**config.mk**
```make
export PLATFORM = sky130hd
export DESIGN_NAME = guess_judge
export DESIGN_NICKNAME = d
export VERILOG_FILES = /design/src/rtl/guess_pkg.sv /design/src/rtl/rise_edge.sv /design/src/rtl/guess_judge.sv
export SDC_FILE = /design/constraint.sdc
export NUM_CORES = 1
export LEC_CHECK = 0
export CAP_MARGIN = 20
export CORE_MARGIN = 2
export CORE_UTILIZATION = 52
export DETAILED_ROUTE_END_ITERATION = 6
export GPL_ROUTABILITY_DRIVEN = 0
export PLACE_DENSITY = 0.94
export SYNTH_ARGS = -nofsm -noshare
export SYNTH_HDL_FRONTEND = slang
export SYNTH_SLANG_ARGS = --single-unit
```
**constraint.sdc**
```tcl
create_clock -name clk -period 4 [get_ports clk]
set_input_delay 1 -clock clk [delete_from_list [all_inputs] [get_ports clk]]
set_output_delay 1 -clock clk [all_outputs]
set_load 0.03 [all_outputs]
```
**src/rtl/guess_pkg.sv**
```systemverilog
// Shared types and constants for the guessing-game judge.
// Holds the FSM state enum, datapath widths, target range limits and the
// helper that folds a raw 7-bit random value into the 0..99 target range.
package guess_pkg;

  localparam int unsigned GUESS_W    = 7;
  localparam int unsigned TRIES_W    = 4;
  localparam int unsigned TARGET_MAX = 99;
  localparam int unsigned FOLD_SUB   = 100;

  typedef enum logic [1:0] {
    IDLE = 2'd0,
    PLAY = 2'd1,
    WIN  = 2'd2,
    LOSE = 2'd3
  } state_e;

  // 0..127 folded into 0..99; a single subtract suffices because 127-100 < 100
  function automatic logic [GUESS_W-1:0] fold_target(input logic [GUESS_W-1:0] raw);
    logic [GUESS_W-1:0] res;
    if (raw >= GUESS_W'(FOLD_SUB)) begin
      res = raw - GUESS_W'(FOLD_SUB);
    end else begin
      res = raw;
    end
    return res;
  endfunction

endpackage

```
**src/rtl/rise_edge.sv**
```systemverilog
// Rising-edge detector: one previous-sample flop plus an AND gate.
// Ports:
//   clk    - system clock
//   reset  - synchronous, active-low
//   din    - level input (already synchronised/debounced upstream)
//   rise_c - combinational pulse, high for the cycle din is first seen high
module rise_edge (
  input  logic clk,
  input  logic reset,
  input  logic din,
  output logic rise_c
);

  logic prev_q;
  logic prev_d;

  always_comb begin
    prev_d = din;
  end

  // Previous-sample register
  always_ff @(posedge clk) begin
    if (!reset) begin
      prev_q <= 1'b0;
    end else begin
      prev_q <= prev_d;
    end
  end

  assign rise_c = din & ~prev_q;

endmodule

```
**src/rtl/guess_judge.sv**
```systemverilog
// Guessing-game judge: captures a folded random target on newgame, then
// grades each submitted guess and counts attempts against MAX_TRIES.
// Optional feature macro: GUESS_REVEAL_EN adds the reveal port.
// Ports:
//   clk, reset          - clock, synchronous active-low reset
//   rand_in[6:0]        - live pseudo-random value
//   newgame, submit     - level inputs, acted on at their rising edge
//   guess[6:0]          - player guess
//   too_high, too_low   - hint flags for the last valid guess
//   win, lose           - game outcome flags
//   invalid             - last submitted guess was out of range (> 99)
//   tries[3:0]          - counted guesses in the current game
//   playing             - high while a game is in progress
//   reveal[6:0]         - target shown after the game ends (GUESS_REVEAL_EN)
module guess_judge
  import guess_pkg::*;
#(
  parameter int unsigned MAX_TRIES = 7
) (
  input  logic               clk,
  input  logic               reset,
  input  logic [GUESS_W-1:0] rand_in,
  input  logic               newgame,
  input  logic [GUESS_W-1:0] guess,
  input  logic               submit,
  output logic               too_high,
  output logic               too_low,
  output logic               win,
  output logic               lose,
  output logic               invalid,
  output logic [TRIES_W-1:0] tries,
  output logic               playing
`ifdef GUESS_REVEAL_EN
  ,
  output logic [GUESS_W-1:0] reveal
`endif
);

  localparam logic [TRIES_W-1:0] MAX_TRIES_C = TRIES_W'(MAX_TRIES);

  logic newgame_rise_c;
  logic submit_rise_c;

  state_e             state_q,    state_d;
  logic [GUESS_W-1:0] target_q,   target_d;
  logic [TRIES_W-1:0] tries_q,    tries_d;
  logic               too_high_q, too_high_d;
  logic               too_low_q,  too_low_d;
  logic               win_q,      win_d;
  logic               lose_q,     lose_d;
  logic               invalid_q,  invalid_d;
  logic               playing_q,  playing_d;
  logic [TRIES_W-1:0] tries_inc_c;

  rise_edge u_newgame_edge (
    .clk    (clk),
    .reset  (reset),
    .din    (newgame),
    .rise_c (newgame_rise_c)
  );

  rise_edge u_submit_edge (
    .clk    (clk),
    .reset  (reset),
    .din    (submit),
    .rise_c (submit_rise_c)
  );

  assign tries_inc_c = tries_q + TRIES_W'(1);

  // Next-state and flag logic; newgame has priority over a coincident submit
  always_comb begin
    state_d    = state_q;
    target_d   = target_q;
    tries_d    = tries_q;
    too_high_d = too_high_q;
    too_low_d  = too_low_q;
    win_d      = win_q;
    lose_d     = lose_q;
    invalid_d  = invalid_q;

    if (newgame_rise_c) begin
      state_d    = PLAY;
      target_d   = fold_target(rand_in);
      tries_d    = '0;
      too_high_d = 1'b0;
      too_low_d  = 1'b0;
      win_d      = 1'b0;
      lose_d     = 1'b0;
      invalid_d  = 1'b0;
    end else if (submit_rise_c && (state_q == PLAY)) begin
      if (guess > GUESS_W'(TARGET_MAX)) begin
        // Out-of-range guess is flagged but not counted
        invalid_d  = 1'b1;
        too_high_d = 1'b0;
        too_low_d  = 1'b0;
      end else begin
        invalid_d = 1'b0;
        tries_d   = tries_inc_c;
        if (guess == target_q) begin
          state_d    = WIN;
          win_d      = 1'b1;
          too_high_d = 1'b0;
          too_low_d  = 1'b0;
        end else if (tries_inc_c == MAX_TRIES_C) begin
          state_d    = LOSE;
          lose_d     = 1'b1;
          too_high_d = 1'b0;
          too_low_d  = 1'b0;
        end else begin
          too_high_d = (guess > target_q);
          too_low_d  = (guess < target_q);
        end
      end
    end

    // Registered decode so playing tracks the state it reports
    playing_d = (state_d == PLAY);
  end

  // Main state and flag registers
  always_ff @(posedge clk) begin
    if (!reset) begin
      state_q    <= IDLE;
      target_q   <= '0;
      tries_q    <= '0;
      too_high_q <= 1'b0;
      too_low_q  <= 1'b0;
      win_q      <= 1'b0;
      lose_q     <= 1'b0;
      invalid_q  <= 1'b0;
      playing_q  <= 1'b0;
    end else begin
      state_q    <= state_d;
      target_q   <= target_d;
      tries_q    <= tries_d;
      too_high_q <= too_high_d;
      too_low_q  <= too_low_d;
      win_q      <= win_d;
      lose_q     <= lose_d;
      invalid_q  <= invalid_d;
      playing_q  <= playing_d;
    end
  end

  assign too_high = too_high_q;
  assign too_low  = too_low_q;
  assign win      = win_q;
  assign lose     = lose_q;
  assign invalid  = invalid_q;
  assign tries    = tries_q;
  assign playing  = playing_q;

`ifdef GUESS_REVEAL_EN
  logic [GUESS_W-1:0] reveal_q, reveal_d;

  // Target is exposed only once the game has ended
  always_comb begin
    reveal_d = '0;
    if ((state_d == WIN) || (state_d == LOSE)) begin
      reveal_d = target_d;
    end
  end

  always_ff @(posedge clk) begin
    if (!reset) begin
      reveal_q <= '0;
    end else begin
      reveal_q <= reveal_d;
    end
  end

  assign reveal = reveal_q;
`endif

endmodule

```
# Word-level counts from Yosys, hierarchy flattened

Index checks and enable logic that the tools add are counted.

Register bits: 21
Bits of input ports: 18
Output and inout port bits: 10
Logic and storage cells: 46

Add/subtract/negate cells: 2
Magnitude comparators: 4
Eq/ne operators: 4
Mux-type cells: 13
Bitwise operators: 7
Reductions and logical operators: 5

Operators by type and width:

| cell                                           | count |
|---|---|
| two-way mux 2 bit                              | 5 |
| == test 7 bit                                  | 1 |
| >= comparator 7 bit (second input constant)    | 1 |
| > comparator 7 bit                             | 1 |
| > comparator 7 bit (second input constant)     | 1 |
| less-than comparator 7 bit                     | 1 |
| two-way mux 1 bit                              | 7 |
| two-way mux 7 bit                              | 1 |
| subtractor 7 bit (second input constant)       | 1 |
| inverter 1 bit                                 | 5 |
| adder 4 x 1 -> 4 bit (second input constant)   | 1 |
| == test 2 x 1 -> 1 bit (second input constant) | 2 |
| == test 4 x 3 -> 1 bit (second input constant) | 1 |
| AND reduction 4 bit                            | 1 |
| AND reduction 3 bit                            | 1 |
| bitwise AND 1 bit                              | 2 |
| AND reduction 2 bit                            | 1 |
| OR reduction 2 bit                             | 1 |
| logical AND 1 bit                              | 1 |

# Depth between registers and ports, before layout

Depth after elaboration: 8
Mapped depth: 7
Mapped depth without buffers: 7

# Hierarchy

A second synthesis with hierarchy kept.

Cells, all modules: 134
Area total of the unflattened synthesis: 1162.4 sq um

Modules (own cells, without submodules):

| module      | instances | cells an instance | area each (sq um) | sequential area each (sq um) |
|---|---|---|---|---|
| guess_judge | 1         | 128               | 1082.3            | 380.4 |
| rise_edge   | 2         | 3                 | 40.0              | 20.0 |

# Least setup slack after synthesis

No wires, ideal clock.

Path type: in2reg
Start point: input port guess[2]
End point: register too_high_q (netlist: too_high)
Setup time: 117 ps
Arrival: 1980 ps
Required time: 3883 ps
Setup slack: 1903 ps
Cell stages on the path: 6
Path buffers: 0
Cell sequence: ha_1 -> a21oi_1 -> o21ai_0 -> a21oi_1 -> o21ai_0 -> a32o_1

Longest elaborated chain between the ends: 4
Elaborated cells between the ends (all ways): 6
Classes of those cells: 2 x order compare; 1 x eq/ne; 3 x mux

RTL lines:

| item                  | line               | source |
|---|---|---|
| start, declared       | guess_judge.sv:24  | `input logic [GUESS_W-1:0] guess,` |
| > comparator 7 bit    | guess_judge.sv:111 | `too_high_d = (guess > target_q);` |
| two-way mux 1 bit     | guess_judge.sv:105 | `end else if (tries_inc_c == MAX_TRIES_C) begin` |
| two-way mux 1 bit     | guess_judge.sv:100 | `if (guess == target_q) begin` |
| two-way mux 1 bit (*) | guess_judge.sv:92  | `if (guess > GUESS_W'(TARGET_MAX)) begin` |
| end signal, assigned  | guess_judge.sv:137 | `too_high_q <= too_high_d;` |
| end, declared         | guess_judge.sv:47  | `logic too_high_q, too_high_d;` |

Mark *: on every way between the ends. The rest lies on a longest branch, timed or not.
A chain may end at the register's enable or synchronous reset.

# Final worst setup path

Start point: register tries_q[0] (netlist: tries[0])
End point: output port tries[0]

RTL lines:

| item                   | line               | source |
|---|---|---|
| start, declared        | guess_judge.sv:46  | `logic [TRIES_W-1:0] tries_q, tries_d;` |
| start signal, assigned | guess_judge.sv:136 | `tries_q <= tries_d;` |
| end, declared          | guess_judge.sv:31  | `output logic [TRIES_W-1:0] tries,` |

No word-level cell between the ends.

==> results by group <==
Detailed routing
  • Via Count: 1008
  • Drt drc: 0
  • 1st-pass router iterations: 4
  • Uppermost layer routed: met4
  • DR vias/cell: between 5 and 6
  • Final ANT Viol Nets: 0
  • Met1 Wirelength: approximately 1000 um
  • Post-detailed-route wirelength per cell: roughly 12 um
  • Met2 routed WL: between 1000 and 1500 um
  • DR iter-0 viols: 25
  • Total Wirelength: 2323 um
  • Met3 WL: slightly below 80 um

Placed design
  • HPWL after DPL: 1878 um
  • Dpl ws: 1.252 ns
  • PortBufs: 27
  • Placed insts: ~190

Critical path
  • CP Capture Type: primary output
  • WP buf/inv: 1
  • CP arrival: approximately 1.5 ns
  • Reg2Reg Depth: 6
  • Worst path slowest cell: clkdlybuf4s50_1
  • Startpoint type of the worst setup path: flip-flop
  • CP max FO: 6
  • Crit path max-delay family: buffers and inverters
  • FF-to-FF Start: tries[0]$_SDFFE_PP0P_
  • CP max stage delay: slightly above 0.7 ns
  • CP Cell Sequence: clkdlybuf4s50_1
  • WP data required: approximately 3.0 ns
  • Setup CP Type: flip-flop to primary output
  • Worst Setup SP: tries[0]$_SDFFE_PP0P_
  • Crit. path cell count: 1

Worst hold path
  • Hold path depth: 2
  • Worst hold path class: flip-flop to flip-flop
  • Min-delay src: target_q[5]$_SDFFE_PN0P_

Logic synthesis
  • Seq/Total Area, Yosys: 35.97%
  • Multiplexer area fraction after synthesis: around 1.7%
  • Post-synthesis simple-gate area fraction: approximately a quarter
  • Compound-gate portion of the synthesized area: approximately 18%
  • Avg Synthesized Cell Area: between 8 and 9 sq um
  • Number of synthesized flops with an enable pin: 0
  • XOR/XNOR Fraction of Synth Area: 2.248%
  • Ys flop type: dfxtp_1
  • Dominant cells by area after synthesis: dfxtp_1, ha_1, nand2_1, inv_1, a21oi_1
  • Post-Synth Adder-Cell Area: between 10% and 20%
  • Warnings, synthesis: 0
  • Synthesized net count: around 170
  • Mapped Area: between 1000 and 1500 sq um
  • Syn Inst Count: between 100 and 150
  • Top-count cell post-synth: dfxtp_1
  • Post-synth ARST share: 0%
  • Top cells by instance count after synthesis: dfxtp_1, nand2_1, inv_1, ha_1, a21oi_1
  • #FFs+latches synth: 21
  • Synth area leader: dfxtp_1
  • Largest family of logic cells by synthesized area: simple AND/OR/NAND/NOR gates
  • Synth top area share: 35.97%
  • Number of library cell types mapped by synthesis: 39

Cells and area
  • Share of layout cells above drive strength 1: 6.748%
  • Fillers: 191
  • Nets: roughly 190
  • Area Overhead vs Synth: 26.45%
  • Non-filler cells, final: 191
  • Area taken by multi-input logic gates: 671.9 sq um
  • Diodes inserted: 0
  • Fin util: approximately 68%
  • Register area: approximately 420 sq um

Flow run
  • MaxCap Viol Count: 0

CTS
  • Clk sinks: 21
  • Reg clk slew, reported paths: around 0.11 ns
  • Post-CTS resize count: 0
  • Clock insertion delay at the later pin of the skew report: approximately 0.30 ns
  • # H-tree levels: 1
  • CTS buffer count: 3
  • Root Buffer: clkbuf_4
  • CTS tree: built
  • Longest Clk Path Bufs: 2
  • Post CTS Setup Buffer Count: 0
  • Hold_buf cts: 0

GRT
  • Vias in the first global route: 892
  • Global Route Usage Sum: approximately 18%
  • Initial antenna violation count: 0
  • First-pass GRT wire length: approximately 3700 um
  • GRT overflow: 0
  • Largest net degree at the start of global routing: 15

Outcome
  • Status: completed

STA
  • Tmin final: approximately 2.5 ns
  • RSZ-0062 raised after global routing: no
  • Slew Viols, Final: 0
  • Fin worst setup slack: between 1.5 and 2 ns
  • Max Clk Rate: 0.4074 GHz
  • Slew HR: a little over three fifths
  • Final setup viols: 0
  • Fin crit share: 61.37%
  • Clock Skew: around 0.0046 ns
  • Final Hold Slack: 0.4705 ns
  • Final Hold Fails: 0
  • Tightest Pin Transition: 0.5566 ns
  • Setup TNS: 0 ns

Floorplan
  • Ports: 28
  • Row count: 17
  • Initial Util: approximately 54%
  • Die Area: approximately 2600 sq um
  • Die Ht: 51.41 um
  • Core area: 2170 sq um
  • DIE WIDTH: 51.41 um

Pwr
  • Peak supply drop: 0.1878 mV
  • Cell Pwr Density: approximately 270 nW/um^2
  • Pleak: about 0.00058 uW
## layer usage
metal  vias up  global-route usage (%)
li1        522                       -
met3         4                   2.339
met5         -                       0
met4         0                   8.772
met2        21                   33.55
met1       461                   20.95
## through the flow
| step | total power, uW | area, sq um |
|---|---|---|
| after floorplan | 272.3 | 1169 |
| after global routing | 423.1 | 1478 |
| after global placement | 301.3 | 1450 |
| after detailed placement | 305.9 | 1450 |
| final | 398.7 | 1478 |
| after CTS | 402.1 | 1478 |
## layout by cell type, fill, tap and decap left out, drive strengths merged
cell type      count
clkdlybuf4s50     27
dfxtp             21
nand2             17
inv               14
ha                11
a21oi             11
nor2               9
o21ai              6
nor2b              5
nand3              4
a21boi             4
and2               3
clkbuf             3
nand2b             2
mux2i              2
and3               2
xor2               2
a32o               2
o211ai             2
nor3               1
or3b               1
nand3b             1
o2111ai            1
o311a              1
and4bb             1
a211oi             1
xnor2              1
nand4              1
nand4b             1
nor3b              1
a21o               1
o21a               1
a31oi              1
and3b              1
clkinv             1
## power by group
| part | switching (uW) | internal, uW | leakage [uW] |
|---|---|---|---|
| clock network | 60.1 | 37.2 | 0.0000177 |
| logic | 40.0 | 39.9 | 0.000392 |
| registers | 4.21 | 217 | 0.000172 |
## cell families (layout without fill, tap and decap cells)
group	Yosys count	count (layout)
AOI/OAI and AO/OA	31	31
adders and majority gates	11	11
and+or+nand+nor	50	50
xor gates and xnor gates	3	3
DFF	21	21
muxes	2	2
buffers and inverters	18	45
## path summary, 6_finish.rpt
check                                                 to  slack (ns)
worst max-delay path                            tries[0]        1.55
worst min-delay path            target_q[5]$_SDFFE_PN0P_        0.47
worst max register to register      too_low$_SDFFE_PP0P_        2.35
worst min register to register  target_q[5]$_SDFFE_PN0P_        0.47
## sequential cells by signal, indices dropped and copies added (netlist names)
register	count
invalid	1
lose	1
playing	1
state_q	2
target_q	7
too_high	1
too_low	1
tries	4
u_newgame_edge.prev_q	1
u_submit_edge.prev_q	1
win	1
## cell type report
| class | count | share of cell area (%) |
|---|---|---|
| well taps | 28 | 2.371 |
| clock inverters | 1 | 0.3387 |
| clock buffers | 3 | 1.524 |
| flip-flops and latches | 21 | 28.45 |
| repair buffers | 27 | 18.29 |
| inverters | 14 | 3.556 |
| multi-input cells | 97 | 45.47 |
Power figures use the tool's default switching activity.
